## src/rtl/sw_debounce_pkg.sv

```systemverilog
// sw_debounce_pkg: default parameters and counter-width helper for the switch debouncer.
package sw_debounce_pkg;
  localparam int DEF_NUM_CH       = 16;
  localparam int DEF_TICK_DIV     = 10000;
  localparam int DEF_STABLE_TICKS = 4;
  function automatic int cnt_width(input int stable_ticks);
    return $clog2(stable_ticks + 1);
  endfunction
endpackage

```

## src/rtl/sw_debounce_ch.sv

```systemverilog
// sw_debounce_ch: one switch channel, synchronizer plus tick-qualified stable level.
// Edge registers exist only when SW_DEBOUNCE_EDGE_EN is defined.
module sw_debounce_ch
  import sw_debounce_pkg::*;
#(
  parameter int STABLE_TICKS = DEF_STABLE_TICKS
) (
  input  logic clk,
  input  logic rst_n,
  input  logic tick,
  input  logic sw,
`ifdef SW_DEBOUNCE_EDGE_EN
  output logic stab,
  output logic rise,
  output logic fall
`else
  output logic stab
`endif
);
  localparam int CW = cnt_width(STABLE_TICKS);
  logic [1:0]    sync_q;
  logic [CW-1:0] cnt;
  always_ff @(posedge clk or negedge rst_n)
    if (!rst_n) begin
      sync_q <= '0;
      cnt    <= '0;
      stab   <= 1'b0;
    end else begin
      sync_q <= {sync_q[0], sw};
      if (tick) begin
        if (sync_q[1] == stab) cnt <= '0;
        else if (cnt == CW'(STABLE_TICKS - 1)) begin
          stab <= sync_q[1];
          cnt  <= '0;
        end else cnt <= cnt + 1'b1;
      end
    end
`ifdef SW_DEBOUNCE_EDGE_EN
  // stab_d lags stab by one cycle so the pulses land the cycle after the change
  logic stab_d;
  always_ff @(posedge clk or negedge rst_n)
    if (!rst_n) begin
      stab_d <= 1'b0;
      rise   <= 1'b0;
      fall   <= 1'b0;
    end else begin
      stab_d <= stab;
      rise   <= stab & ~stab_d;
      fall   <= ~stab & stab_d;
    end
`endif
endmodule

```

## src/rtl/sw_debounce.sv

```systemverilog
// sw_debounce: multi-channel switch debouncer with a shared sample-tick prescaler.
// rise_o/fall_o exist only when SW_DEBOUNCE_EDGE_EN is defined.
module sw_debounce
  import sw_debounce_pkg::*;
#(
  parameter int NUM_CH       = DEF_NUM_CH,
  parameter int TICK_DIV     = DEF_TICK_DIV,
  parameter int STABLE_TICKS = DEF_STABLE_TICKS
) (
  input  logic              clk,
  input  logic              rst_n,
  input  logic              en_i,
  input  logic [NUM_CH-1:0] sw_i,
  output logic [NUM_CH-1:0] sw_o,
`ifdef SW_DEBOUNCE_EDGE_EN
  output logic              tick_o,
  output logic [NUM_CH-1:0] rise_o,
  output logic [NUM_CH-1:0] fall_o
`else
  output logic              tick_o
`endif
);
  localparam int PW = $clog2(TICK_DIV);
  logic [PW-1:0] pre;
  assign tick_o = en_i && (pre == PW'(TICK_DIV - 1));
  always_ff @(posedge clk or negedge rst_n)
    if (!rst_n) pre <= '0;
    else if (en_i) pre <= tick_o ? '0 : pre + 1'b1;
  for (genvar i = 0; i < NUM_CH; i++) begin : g_ch
    sw_debounce_ch #(.STABLE_TICKS(STABLE_TICKS)) u_ch (
      .clk  (clk),
      .rst_n(rst_n),
      .tick (tick_o),
      .sw   (sw_i[i]),
`ifdef SW_DEBOUNCE_EDGE_EN
      .stab (sw_o[i]),
      .rise (rise_o[i]),
      .fall (fall_o[i])
`else
      .stab (sw_o[i])
`endif
    );
  end
endmodule

```

## config.mk

```make
export PLATFORM = sky130hd
export DESIGN_NAME = sw_debounce
export DESIGN_NICKNAME = d
export VERILOG_FILES = /design/src/rtl/sw_debounce_pkg.sv /design/src/rtl/sw_debounce_ch.sv /design/src/rtl/sw_debounce.sv
export SDC_FILE = /design/constraint.sdc
export NUM_CORES = 1
export LEC_CHECK = 0
export CAP_MARGIN = 20
export CORE_MARGIN = 2
export CORE_UTILIZATION = 40
export CTS_CLUSTER_DIAMETER = 120
export DETAILED_ROUTE_END_ITERATION = 12
export GPL_ROUTABILITY_DRIVEN = 0
export PLACE_DENSITY = 0.61
export SLEW_MARGIN = 5
export SYNTH_ARGS = -nofsm -noshare
export SYNTH_HDL_FRONTEND = slang
export SYNTH_SLANG_ARGS = --single-unit
```

## constraint.sdc

```tcl
create_clock -name clk -period 4 [get_ports clk]
set_input_delay 0.8 -clock clk [delete_from_list [all_inputs] [get_ports clk]]
set_output_delay 0.8 -clock clk [all_outputs]
set_load 0.01 [all_outputs]
```

==> metrics.csv <==
stage;metric;value;unit
route;Routed WL per cell;12.8;um
cts;Root Buffer;clkbuf_16;
timing;fmax;292;MHz
timing;Slew Viols, Final;0;
timing;Final setup viols;0;
cells_and_area;Register Area;2750;sq um
worst_hold_path;Min-Delay Startpoint;g_ch[9].u_ch.sync_q[0]$_DFF_PN0_;
place;port buffer count;35;
power_and_ir_drop;power density cells;408;nW/um^2
yosys;simple-gate portion of the synthesized area;17.4;%
yosys;Synth top cells by count;110 x dfrtp_1, 51 x nand2_1, 32 x nor2_1, 22 x nand3_1, 21 x xnor2_1;
yosys;post-synthesis compound-gate area fraction;5.27;%
yosys;Async SR Flop Fraction;100;%
cells_and_area;final instance area;5340;sq um
yosys;register area share after synthesis;59.2;%
yosys;XOR/XNOR Fraction of Synth Area;4.90;%
cells_and_area;share of layout cells above drive strength 1;11.5;%
yosys;mux contribution to synthesized area;4.12;%
cts;postcts setup bufs;0;
timing;Period minus WS final;3.43;ns
place;Area after DPL;5060;sq um
route;DRC Markers;0;
cts;CTS buffer count;9;
cts;post_cts resized;0;
global_route;GRT overflow;0;
worst_setup_path;Buf/Inv on CP;2;
yosys;Synth area leaders;dfrtp_1 59%, ha_1 4.6%, nand2_1 4.1%, xnor2_1 4.0%, mux2_2 3.6%;
yosys;largest family of logic cells by synthesized area;simple AND/OR/NAND/NOR gates;
timing;RSZ-0062 raised after global routing;no;
floorplanning;overall die height;112;um
floorplanning;# IOs;36;
worst_setup_path;CP top delay family;buffers and inverters;
yosys;adder-cell share of the synthesized area;4.57;%
cts;CTS tree;yes;
job;max-cap violations;0;
timing;clock skew;0.00589;ns
yosys;cell with the most instances after synthesis;dfrtp_1;
cts;Num Clock Sinks;110;
yosys;Syn Std Cell Area;4650;sq um
worst_hold_path;hold depth;0;
global_route;vias in the first global route;2802;
floorplanning;row cnt;39;
cts;Worst-Skew Late Latency;0.35;ns
floorplanning;Die W;112;um
timing;period utilization;85.7;%
worst_setup_path;WP data arrival;2.63;ns
cts;Reg clk slew, reported paths;0.07;ns
worst_hold_path;Min-Delay Endpoint;g_ch[9].u_ch.sync_q[1]$_DFF_PN0_;
cells_and_area;fin nets;458;
route;drt initial violations;124;
yosys;Synth Net Count;432;
cts;clock tree buffer depth;2;
cells_and_area;area of the multi-input gates;1690;sq um
worst_setup_path;CP max-delay cell;clkdlybuf4s50_1;
worst_setup_path;required time of the critical path;3.20;ns
floorplanning;Starting Density;40.9;%
worst_setup_path;Worst R2R Setup Slack;1.62;ns
cells_and_area;Area growth syn-to-layout;14.8;%
outcome;status;completed;
yosys;Yosys reg bits;110;
global_route;initial antenna violation count;0;
floorplanning;die area;12500;sq um
yosys;biggest area consumer among synthesized cells;dfrtp_1;
timing;setup TNS;0;ns
power_and_ir_drop;Peak supply drop;0.000294;V
worst_setup_path;worst path cell trace;clkdlybuf4s50_1 -> nand4_1 -> nor4_2 -> clkdlybuf4s50_1;
cts;H-Tree Depth;3;
yosys;synthesized instance count;396;
worst_hold_path;worst hold path class;register to register;
yosys;Post-Syn Area per Cell;11.7;sq um
yosys;Synth top area share;59.2;%
timing;worst slew pin tran;0.847;ns
worst_setup_path;Reg2Reg Capture Point;g_ch[12].u_ch.cnt[0]$_DFFE_PN0N_;
floorplanning;core box area;11400;sq um
global_route;largest net degree at the start of global routing;67;
yosys;Ys Warns;0;
cells_and_area;fill count;1039;
worst_setup_path;Critical Path Source Type;input port;
timing;Final Hold Fails;0;
timing;worst relative slew slack;43.5;%
route;Vias;2778;
power_and_ir_drop;Pleak;2.58;nW
global_route;first-pass GRT wire length;12.9;mm
place;Post-DP HPWL;4.72;mm
route;DRT Pass-1 Iters;4;
route;Vias per Instance;4.87;
worst_setup_path;Worst setup EP type;output pin;
route;final wirelength;7.30;mm
yosys;Top FF cell, synth;dfrtp_1;
cells_and_area;ANT cells;0;
worst_setup_path;CP Max Fanout;7;
yosys;EDFF count, synth;0;
global_route;Total GRT Usage;13.0;%
worst_setup_path;Setup Crit Path Kind;input port to output pin;
worst_setup_path;reg2reg path depth;4;
cts;CTS Hold Bufs;0;
worst_setup_path;CP most frequent cell;clkdlybuf4s50_1;
worst_setup_path;slowest cell delay on critical path;0.62;ns
yosys;Synth cell types;30;
route;Post-DRT Antenna Nets;0;
worst_setup_path;FF-to-FF Start;pre[5]$_DFFE_PN0P_;
## worst reg2reg max path: cells and delay by family, from the launching register on
family             cells  cell delay, ns
and+or+nand+nor        3            1.78
DFF                    1            0.44
AOI/OAI and AO/OA      1            0.11
## layer usage
layer | routed length, um | GRT usage, % | vias up
li1 | - | - | 1365
met1 | 3650 | 17.1 | 1362
met2 | 3180 | 19.7 | 38
met3 | 275 | 3.65 | 13
met4 | 195 | 7.08 | 0
met5 | 0 | 0 | -
## layout by cell type, fill, tap and decap left out
| cell | instances |
|---|---|
| dfrtp_1 | 110 |
| nand2_1 | 51 |
| clkdlybuf4s50_1 | 34 |
| nor2_1 | 32 |
| nand3_1 | 22 |
| xnor2_1 | 21 |
| ha_1 | 17 |
| nor2b_1 | 16 |
| o21a_1 | 16 |
| mux2_2 | 15 |
| o21ai_0 | 11 |
| inv_1 | 10 |
| clkbuf_16 | 9 |
| nor4_2 | 8 |
| nand3b_1 | 7 |
| a21o_1 | 7 |
| buf_4 | 7 |
| nand4_1 | 6 |
| xor2_1 | 5 |
| and4_1 | 3 |
| or3_1 | 2 |
| a21oi_1 | 2 |
| mux2_1 | 2 |
| clkinv_4 | 2 |
| inv_6 | 2 |
| clkinv_2 | 2 |
| or4b_4 | 1 |
| or4_4 | 1 |
| nor4_4 | 1 |
| and2_1 | 1 |
| and3_1 | 1 |
| o31ai_1 | 1 |
| or4_1 | 1 |
| clkbuf_8 | 1 |
## cell type report
class | count | share of cell area (%)
clock buffers | 10 | 4.48
well taps | 143 | 3.35
clock inverters | 6 | 0.843
inverters | 10 | 0.703
multi-input cells | 250 | 31.7
flip-flops and latches | 110 | 51.5
repair buffers | 41 | 7.36
## how the worst max path moves through the flow
stage | start | end | slack, ns | cells past startpoint
after global routing | en_i | tick_o | 0.48 | 4
after CTS | en_i | tick_o | 0.59 | 4
final | en_i | tick_o | 0.57 | 4
after global placement | en_i | tick_o | 0.59 | 4
after detailed placement | en_i | tick_o | 0.59 | 4
after floorplan | en_i | tick_o | 1.53 | 2
## cells by family after synthesis
family,Yosys count
xor+xnor,26
fa+ha+maj,17
buf+inv,36
flops,110
compound gates,37
mux,17
simple gates,153
## state kept, by name, summed over array words and instances (netlist names)
register	count
g_ch.u_ch.cnt	48
g_ch.u_ch.stab	16
g_ch.u_ch.sync_q	32
pre	14
## where the power goes
| part | internal (mW) | leakage (nW) | total (mW) | switching [mW] |
|---|---|---|---|---|
| clock | 0.444 | 0.143 | 0.842 | 0.398 |
| combinational | 0.0626 | 1.03 | 0.126 | 0.0631 |
| sequential | 1.16 | 1.41 | 1.21 | 0.0484 |
## metrics by stage
step	cells	setup slack [ns]	power [mW]	utilization (%)	hold slack, ns
global route	570	0.485	2.28	47.0	0.357
detailed placement	554	0.589	1.36	44.5	0.336
CTS	570	0.590	2.22	47.0	0.349
global placement	554	0.595	1.35	44.5	0.333
floorplan	396	1.53	1.29	-	0.331
finish	570	0.572	2.18	47.0	0.346
No activity file was read; power rests on OpenSTA's default activity.
